[src/rtl/neuron_pkg.sv]
// rtl/neuron_pkg.sv - shared constants and FSM encoding for the serial MAC neuron
//
// Purpose : default widths, sign-bit position and FSM state type used by
//           neuron_serijski_mac and its helpers.
// Ports   : none (package).
package neuron_pkg;

   localparam int W_DEF      = 16;
   localparam int SUMA_W_DEF = 22;
   // Sign-magnitude weights: the top bit of a W_DEF-wide word is the sign.
   localparam int SIGN_BIT   = W_DEF - 1;

   typedef enum logic [1:0] {
      S_IDLE    = 2'd0,
      S_MAC     = 2'd1,
      S_RAZLIKA = 2'd2,
      S_IZLAZ   = 2'd3
   } stanje_t;

endpackage

[src/rtl/Sigmoid_LUT.sv]
// rtl/Sigmoid_LUT.sv - hard-sigmoid approximation of the neuron activation
//
// Purpose : maps a sign-magnitude sum to a W-bit probability centred at
//           2^(W-1): out = half +/- min(suma >> 6, half-1).
// Ports   : suma [SUMA_W-1:0] in, predznak in (1 = negative),
//           verovatnoca [W-1:0] out (combinational).
module Sigmoid_LUT #(
   parameter int SUMA_W = 22,
   parameter int W      = 16
) (
   input  logic [SUMA_W-1:0] suma,
   input  logic              predznak,
   output logic [W-1:0]      verovatnoca
);

   localparam logic [W-1:0] POLA = W'(1) << (W - 1);
   localparam logic [W-1:0] MAXT = POLA - W'(1);

   logic [SUMA_W-1:0] skal;
   logic [W-1:0]      t;

   assign skal = suma >> 6;
   // Clip so that the result stays within 1 .. 2^W-1 for either sign.
   assign t    = (skal > SUMA_W'(MAXT)) ? MAXT : W'(skal);
   assign verovatnoca = predznak ? (POLA - t) : (POLA + t);

endmodule

[src/rtl/mnozenje.sv]
// rtl/mnozenje.sv - unsigned fractional multiplier shared by the neuron
//
// Purpose : p = (a * b) >> (W-1). a carries a W-1 bit magnitude (msb 0),
//           b is an unsigned W-bit sample, so the result always fits in W bits.
// Ports   : a [W-1:0] in, b [W-1:0] in, p [W-1:0] out (combinational).
module mnozenje #(
   parameter int W = 16
) (
   input  logic [W-1:0] a,
   input  logic [W-1:0] b,
   output logic [W-1:0] p
);

   logic [2*W-1:0] pun;

   assign pun = a * b;
   assign p   = W'(pun >> (W - 1));

endmodule

[src/rtl/neuron_tezine_rf.sv]
// rtl/neuron_tezine_rf.sv - weight register file for the serial MAC neuron
//
// Purpose : N_ULAZA x W storage, synchronous write, asynchronous read,
//           synchronous clear on rst. Out-of-range write addresses are ignored.
// Ports   : clk, rst, we, wr_adr [ADR_W-1:0], wr_data [W-1:0],
//           rd_adr [ADR_W-1:0] in; rd_data [W-1:0] out.
module neuron_tezine_rf #(
   parameter int N_ULAZA = 60,
   parameter int W       = 16,
   parameter int ADR_W   = $clog2(N_ULAZA)
) (
   input  logic             clk,
   input  logic             rst,
   input  logic             we,
   input  logic [ADR_W-1:0] wr_adr,
   input  logic [W-1:0]     wr_data,
   input  logic [ADR_W-1:0] rd_adr,
   output logic [W-1:0]     rd_data
);

   logic [W-1:0] mem [N_ULAZA];

   always_ff @(posedge clk) begin
      if (rst) begin
         for (int i = 0; i < N_ULAZA; i++) begin
            mem[i] <= '0;
         end
      end else if (we && (int'(wr_adr) < N_ULAZA)) begin
         mem[wr_adr] <= wr_data;
      end
   end

   assign rd_data = mem[rd_adr];

endmodule

[src/rtl/neuron_serijski_mac.sv]
// rtl/neuron_serijski_mac.sv - time-multiplexed neuron, one product per clock
//
// Purpose : latches an N_ULAZA-sample vector, multiplies each sample by its
//           sign-magnitude weight through a single shared multiplier, keeps
//           saturating positive/negative sums, forms |P-N| and its sign and
//           drives the result through the sigmoid.
// Ports   : clk, rst (sync, active high); tezina_we/tezina_adr/tezina_data
//           weight write port (IDLE only); pokreni start (IDLE only);
//           uzorak input vector; zauzet busy; gotovo one-cycle done pulse;
//           izlaz probability; generalna_suma |P-N|; predznak 1 = negative.
module neuron_serijski_mac
   import neuron_pkg::*;
#(
   parameter int N_ULAZA = 60,
   parameter int W       = W_DEF,
   parameter int SUMA_W  = SUMA_W_DEF,
   parameter int ADR_W   = $clog2(N_ULAZA)
) (
   input  logic                 clk,
   input  logic                 rst,
   input  logic                 tezina_we,
   input  logic [ADR_W-1:0]     tezina_adr,
   input  logic [W-1:0]         tezina_data,
   input  logic                 pokreni,
   input  logic [N_ULAZA*W-1:0] uzorak,
   output logic                 zauzet,
   output logic                 gotovo,
   output logic [W-1:0]         izlaz,
   output logic [SUMA_W-1:0]    generalna_suma,
   output logic                 predznak
);

   // Sign bit follows W when the block is built wider or narrower than default.
   localparam int               ZNAK = SIGN_BIT + (W - W_DEF);
   localparam logic [ADR_W-1:0] POSL = ADR_W'(N_ULAZA - 1);

   stanje_t                stanje;
   logic [ADR_W-1:0]       indeks;
   logic [N_ULAZA*W-1:0]   uzorak_reg;
   logic [SUMA_W-1:0]      suma_p;
   logic [SUMA_W-1:0]      suma_n;

   logic [W-1:0]           tezina;
   logic [W-1:0]           proizvod;
   logic [W-1:0]           sig_val;
   logic [SUMA_W:0]        p_zbir;
   logic [SUMA_W:0]        n_zbir;
   logic [SUMA_W-1:0]      p_sat;
   logic [SUMA_W-1:0]      n_sat;

   neuron_tezine_rf #(
      .N_ULAZA (N_ULAZA),
      .W       (W),
      .ADR_W   (ADR_W)
   ) u_rf (
      .clk     (clk),
      .rst     (rst),
      .we      (tezina_we && (stanje == S_IDLE)),
      .wr_adr  (tezina_adr),
      .wr_data (tezina_data),
      .rd_adr  (indeks),
      .rd_data (tezina)
   );

   // The sample vector is shifted down one element per MAC cycle, so the
   // current sample is always in the low W bits.
   mnozenje #(
      .W (W)
   ) u_mnozenje (
      .a ({1'b0, tezina[ZNAK-1:0]}),
      .b (uzorak_reg[W-1:0]),
      .p (proizvod)
   );

   Sigmoid_LUT #(
      .SUMA_W (SUMA_W),
      .W      (W)
   ) u_sigmoid (
      .suma        (generalna_suma),
      .predznak    (predznak),
      .verovatnoca (sig_val)
   );

   // One extra bit catches the carry; on carry the sum pins at all ones.
   assign p_zbir = {1'b0, suma_p} + (SUMA_W+1)'(proizvod);
   assign n_zbir = {1'b0, suma_n} + (SUMA_W+1)'(proizvod);
   assign p_sat  = p_zbir[SUMA_W] ? '1 : p_zbir[SUMA_W-1:0];
   assign n_sat  = n_zbir[SUMA_W] ? '1 : n_zbir[SUMA_W-1:0];

   assign zauzet = (stanje != S_IDLE);

   always_ff @(posedge clk) begin
      if (rst) begin
         stanje         <= S_IDLE;
         indeks         <= '0;
         uzorak_reg     <= '0;
         suma_p         <= '0;
         suma_n         <= '0;
         generalna_suma <= '0;
         predznak       <= 1'b0;
         izlaz          <= '0;
         gotovo         <= 1'b0;
      end else begin
         gotovo <= 1'b0;
         case (stanje)
            S_IDLE: begin
               if (pokreni) begin
                  uzorak_reg <= uzorak;
                  suma_p     <= '0;
                  suma_n     <= '0;
                  indeks     <= '0;
                  stanje     <= S_MAC;
               end
            end
            S_MAC: begin
               // Negative zero adds a zero product, so it needs no special case.
               if (tezina[ZNAK]) begin
                  suma_n <= n_sat;
               end else begin
                  suma_p <= p_sat;
               end
               uzorak_reg <= uzorak_reg >> W;
               if (indeks == POSL) begin
                  stanje <= S_RAZLIKA;
               end else begin
                  indeks <= indeks + ADR_W'(1);
               end
            end
            S_RAZLIKA: begin
               // A tie is reported as zero magnitude with the negative sign.
               if (suma_p > suma_n) begin
                  generalna_suma <= suma_p - suma_n;
                  predznak       <= 1'b0;
               end else begin
                  generalna_suma <= suma_n - suma_p;
                  predznak       <= 1'b1;
               end
               stanje <= S_IZLAZ;
            end
            S_IZLAZ: begin
               izlaz  <= sig_val;
               gotovo <= 1'b1;
               stanje <= S_IDLE;
            end
            default: stanje <= S_IDLE;
         endcase
      end
   end

endmodule
[config.mk]
export PLATFORM = sky130hd
export DESIGN_NAME = neuron_serijski_mac
export DESIGN_NICKNAME = d
export VERILOG_FILES = /design/src/rtl/neuron_pkg.sv /design/src/rtl/Sigmoid_LUT.sv /design/src/rtl/mnozenje.sv /design/src/rtl/neuron_tezine_rf.sv /design/src/rtl/neuron_serijski_mac.sv
export SDC_FILE = /design/constraint.sdc
export NUM_CORES = 2
export LEC_CHECK = 0
export ABC_AREA = 1
export CELL_PAD_IN_SITES_DETAIL_PLACEMENT = 0
export CELL_PAD_IN_SITES_GLOBAL_PLACEMENT = 1
export CORE_MARGIN = 1
export CORE_UTILIZATION = 35
export CTS_BUF_LIST = sky130_fd_sc_hd__clkbuf_4 sky130_fd_sc_hd__clkbuf_8
export CTS_CLUSTER_DIAMETER = 50
export DETAILED_ROUTE_END_ITERATION = 10
export DONT_BUFFER_PORTS = 1
export GPL_TIMING_DRIVEN = 1
export HOLD_SLACK_MARGIN = 0.12
export PLACE_DENSITY = 0.58
export SLEW_MARGIN = 20
export SYNTH_ARGS = -nofsm -noshare
export SYNTH_HDL_FRONTEND = slang
export SYNTH_SLANG_ARGS = --single-unit
[constraint.sdc]
create_clock -name clk -period 16.8 [get_ports clk]
set_input_delay 4.2 -clock clk [delete_from_list [all_inputs] [get_ports clk]]
set_output_delay 4.2 -clock clk [all_outputs]
set_load 0.01 [all_outputs]
# [After elaboration in Yosys (flattened, before gate mapping)]
# Memory sizes are Yosys's and may differ from the RTL's. A register that Yosys moved wholly into a read port is not among the register bits.
# Index checks and enable logic that the tools add are counted.
# W data, S select, Z words.
[op_classes] n_reduce_logical=11 add_sub_neg=7 n_eq_ne=9 mul=1 order_cmp=3 muxes=30
[ops] operator="$pmux W960 S2" n=1
[ops] operator="$mux W960" n=1
[ops] operator="$mux W22" n=6
[ops] operator="$pmux W22 S2" n=2
[ops] operator="$mux W16" n=3
[ops] operator="$add A22 B16 Y23" n=2
[ops] operator="$sub A22 B22 Y22" n=2
[ops] operator="$mul A15 B16 Y31" n=1
[ops] operator="$mux W6" n=5
[ops] operator="$gt A22 B22 Y1" n=1
[ops] operator="$add A16 B16 Y16 const A" n=1
[ops] operator="$gt A16 B15 Y1 const B" n=1
[ops] operator="$reduce_or A16 Y1" n=1
[ops] operator="$sub A16 B16 Y16 const A" n=1
[ops] operator="$pmux W6 S2" n=1
[ops] operator="$ne A2 B2 Y1 const B" n=5
[ops] operator="$reduce_and A3 Y1" n=3
[ops] operator="$mux W1" n=8
[ops] operator="$pmux W2 S4" n=1
[ops] operator="$add A6 B1 Y6 const B" n=1
[ops] operator="$eq A6 B6 Y1 const B" n=1
[ops] operator="$lt A6 B6 Y1 const B" n=1
[ops] operator="$eq A2 B2 Y1 const B" n=2
[ops] operator="$mux W2" n=2
[ops] operator="5 further kinds" n=8
[word_totals] word_cells=71 mem_bits_rw=960 mem_count=1 regBits=1052 inputBits=986 output_inout_bits=41
[memory_table] memory="u_rf.mem" depth=60 width=16 rd=1 rd_ports_with_merged_regs=1 write_ports=60 line="neuron_tezine_rf.sv:21" source="logic [W-1:0] mem [N_ULAZA];"

# [Longest topological paths before layout]
[logic_depth] depth_word=8 depth_mapped=52 ltp_nobuf=46

# [Modules after synthesis]
# From an unflattened synthesis, not the netlist that was laid out.
[unflattened] hier_cells=12903 hier_area_um2=103600.6
[modules_own_cells] mod="neuron_serijski_mac" seq_area_each_um2=21060.2 n_inst=1 cells_per_inst=6811 area_each_um2=48147.4
[modules_own_cells] mod="neuron_tezine_rf" seq_area_each_um2=30749.5 n_inst=1 cells_per_inst=4702 area_each_um2=45932.8
[modules_own_cells] mod="mnozenje" seq_area_each_um2=0.0 n_inst=1 cells_per_inst=1275 area_each_um2=8964.8
[modules_own_cells] mod="Sigmoid_LUT" seq_area_each_um2=0.0 n_inst=1 cells_per_inst=115 area_each_um2=555.5

# [Least setup slack after synthesis]
# OpenSTA, ideal clock, no wires.
[synth_timing] path_kind="reg-to-reg" startpoint="reg with a tool-made name" endpoint="reg suma_p[12]" stages_incl_launch_ff=51 path_buffers=7 path_slack_ps=8459 synth_period_minus_slack_ps=8341 setup_time_ps=132 required_time_ps=16668 arrival_time_ps=8208 cell_sequence="dfxtp_1 buf_6 inv_8 buf_6 buf_6 buf_6 buf_4 o21ai_0 o22ai_1 o21ai_0 o221ai_1 o211ai_1 nand2_1 inv_2 buf_4 nor2_1 fa_1 inv_1 [15 not listed] xor2_1 ha_1 fa_1 nand2_1 inv_1 o21ai_1 nand2_1 a21boi_1 o21ai_1 nand3_1 nand2_1 nand2_1 nor2_1 nand2_1 inv_2 clkbuf_2 o21ai_1 a21oi_1"
[synth_lines] item="to (signal assigned)" line="neuron_serijski_mac.sv:120" source="suma_p <= p_sat;"
[synth_lines] item="to (decl)" line="neuron_serijski_mac.sv:40" source="logic [SUMA_W-1:0] suma_p;"

==> qor.yml <==
run_status:
  status: "finished, final reports clean"
cells_and_area:
  drive_gt1_share_pct: 7.40
  final_area_um2: 110000
  area_growth_pct: 10.0
  nNetsFinal: 12800
  largest_reg_flops: 1024
setup_path:
  critPathMaxStageDelay_ns: 0.81
  reg2regPathDepth: 36
  crit_path_end_kind: "flip-flop"
  r2r-end: "suma_n[4]$_SDFFE_PP0P_"
  rrSetupSlack_ns: 4.67
  critPathRequiredTime_ns: 17.70
  critPathSlowestCell: "buf_4"
  start_kind: "flip-flop"
  crit_path_frequent_cell: "nand2_1"
  arrival_ns: 13.04
  path_max_fanout: 66
  path_class: "reg2reg"
synthesis:
  synthFlopType: "dfxtp_1"
  ys_ff_latch: 2082
  synthTopCellsByArea: "edfxtp_1 31%, dfxtp_1 21%, nand2_1 10%"
  synthTopCellsByCount: "2670 x nand2_1, 1764 x nor2_1, 1523 x o21ai_0"
  synth.distinct_cells: 64
  synth.most_common_cell: "nand2_1"
  async_flop_share_pct: 0
  ys_seq_area_share_pct: 51.8
  synth_top_area_share_pct: 30.7
  syn-cell-area_um2: 100000
  synth-edff-count: 1024
  syn_avg_cell_area_um2: 8.49
  yosysWarnings: 0
  yosys.area.top_type: "edfxtp_1"
  syn_inst: 11800
global_routing:
  met3_usage_pct: 6.20
  met2_usage_pct: 44.0
  grt_usage_pct: 26.2
  grt_max_degree: 267
  grt_pass1_wl_um: 565000
  gr-total-overflow: 0
  antenna_found_initial: 107
  grt_pass1_vias: 81600
  busiest_layer: "met2"
  grtUsageMet1_pct: 32.6
timing:
  slew_viol_final: 0
  hold_ws_ns: 0.445
  timing.fmax_ghz: 0.0824
  relSlewSlack_pct: 14.9
  hold_viol_final: 0
  setup_slack_ns: 4.67
  clock-skew-final_ns: 0.103
  finalCritPeriodShare_pct: 72.2
  rsz0062_at_grt: "false"
  finalCriticalPeriod_ns: 12.13
  final.setup.tns_ns: 0
  finalSetupViolations: 0
  worst_pin_slew_ns: 1.27
cts:
  clockBufferDepth: 4
  cts_setup_buffers: 0
  ctsRootBufferMaster: "clkbuf_8"
  cts_tree: "done"
  cts_buffers: 389
  cts_hold_buffers: 0
  cts_resized: 0
  h-tree-depth: 5
  cts.sinks: 2082
  clock_latency_ns: 1.08
  clkTransAtPathRegs_ns: 0.06
placed_design:
  post-dp-hpwl_um: 265000
  dpl_cell_area_um2: 102000
  gp_congestion: 0.877
  place_ws_ns: 4.91
  io_buffers: 0
drt:
  drt-initial-drc-count: 7612
  drc: 0
  routedWlPerCell_um: 25.5
  wl_um: 397000
  antenna_left: 0
  vias: 85200
  firstDrtPassIters: 6
  via_per_inst: 5.48
hold_path:
  min_path_cells: 2
  min_path_type: "reg2reg"
  min_from: "uzorak_reg[653]$_SDFFE_PP0P_"
  holdPathEnd: "uzorak_reg[637]$_SDFFE_PP0P_"
power_and_ir_drop:
  ir_drop_mv: 0.315
  p_per_area_nw_per_um2: 225
  p_leak_uw: 0.0433
floorplan:
  num_rows: 196
  dieArea_um2: 289000
  die_w_um: 537
  fp.coreArea_um2: 285000
  die_y_um: 537
  start_util_pct: 35.2
  ios: 1027
run:
  max_cap_violations: 0
## worst max-delay path by stage
| stage | startpoint | endpoint |
|---|---|---|
| final | flip-flop | suma_n[4]$_SDFFE_PP0P_ |
| after global placement | flip-flop | suma_n[20]$_SDFFE_PP0P_ |
| after global routing | flip-flop | suma_n[2]$_SDFFE_PP0P_ |
| after detailed placement | flip-flop | suma_n[21]$_SDFFE_PP0P_ |
| after CTS | flip-flop | suma_n[4]$_SDFFE_PP0P_ |
| after floorplan | flip-flop | suma_p[12]$_SDFFE_PP0P_ |
## report_power, final
group	switching, uW	internal, uW
Sequential	857	6650
Combinational	8320	3840
Clock	2290	2850
Total	11500	13300
## critical path, delay by kind of cell (launching register included)
kind                       cells  cell delay (ns)
adders and majority gates      8             3.74
and+or+nand+nor               12             2.91
AOI/OAI and AO/OA              9             2.35
buffers and inverters          7             2.28
DFF                            1             0.67
## placed cells by master, fill, tap and decap left out, types with 11 or more instances in the layout
cell	synthesis	final
a21oi_1	196	195
a31oi_1	956	956
buf_4	37	127
bufinv_16	0	11
clkbuf_4	0	147
clkbuf_8	0	432
clkinv_1	23	55
clkinv_2	0	32
conb_1	1	64
dfxtp_1	1058	1053
diode_2	0	71
edfxtp_1	1024	1024
fa_1	183	183
ha_1	177	176
inv_1	400	397
inv_2	13	28
nand2_1	2670	2670
nand2_2	16	16
nand3_1	203	203
nand4_1	17	17
nor2_1	1764	1762
nor3_1	30	30
o211ai_1	43	43
o21ai_0	1523	1523
o21ai_1	75	75
o221ai_1	35	35
o22ai_1	235	235
xnor2_1	23	23
xor2_1	54	54
## routing by layer
metal / share of wire [%] / vias up / wire length (um)
met2: 48 / 2831 / 192000
met5: 0.067 / - / 267
met4: 3.3 / 40 / 13000
li1: - / 39700 / -
met3: 7.4 / 684 / 29200
met1: 41 / 41900 / 162000
## logic make-up after synthesis
family	synth area share [%]
AND/OR/NAND/NOR	18.3
other	0.00374
flip-flops	51.8
adder cells (fa/ha/maj)	5.86
AO/OA/AOI/OAI	17.5
buffers and inverters	5.83
XOR/XNOR	0.672
## metrics by stage
stage	cells	utilization (%)	power, uW
2_1_floorplan	11900	-	16300
3_3_place_gp	14800	35.9	19800
3_5_place_dp	14800	35.9	19800
4_1_cts	15500	38.7	25000
5_1_grt	15500	38.7	26900
6_report	15500	38.7	24800
## cell type report
cell class                      count  area, um2
Fill cell                       29600     175000
Sequential cell                  2082      51900
Multi-Input combinational cell   8369      42800
Clock buffer                      579       7050
Tap cell                         3762       4710
Inverter                          438       1690
Timing Repair Buffer              134       1090
Clock inverter                    114        915
Antenna cell                       71        178
No activity file was read; power rests on OpenSTA's default activity.
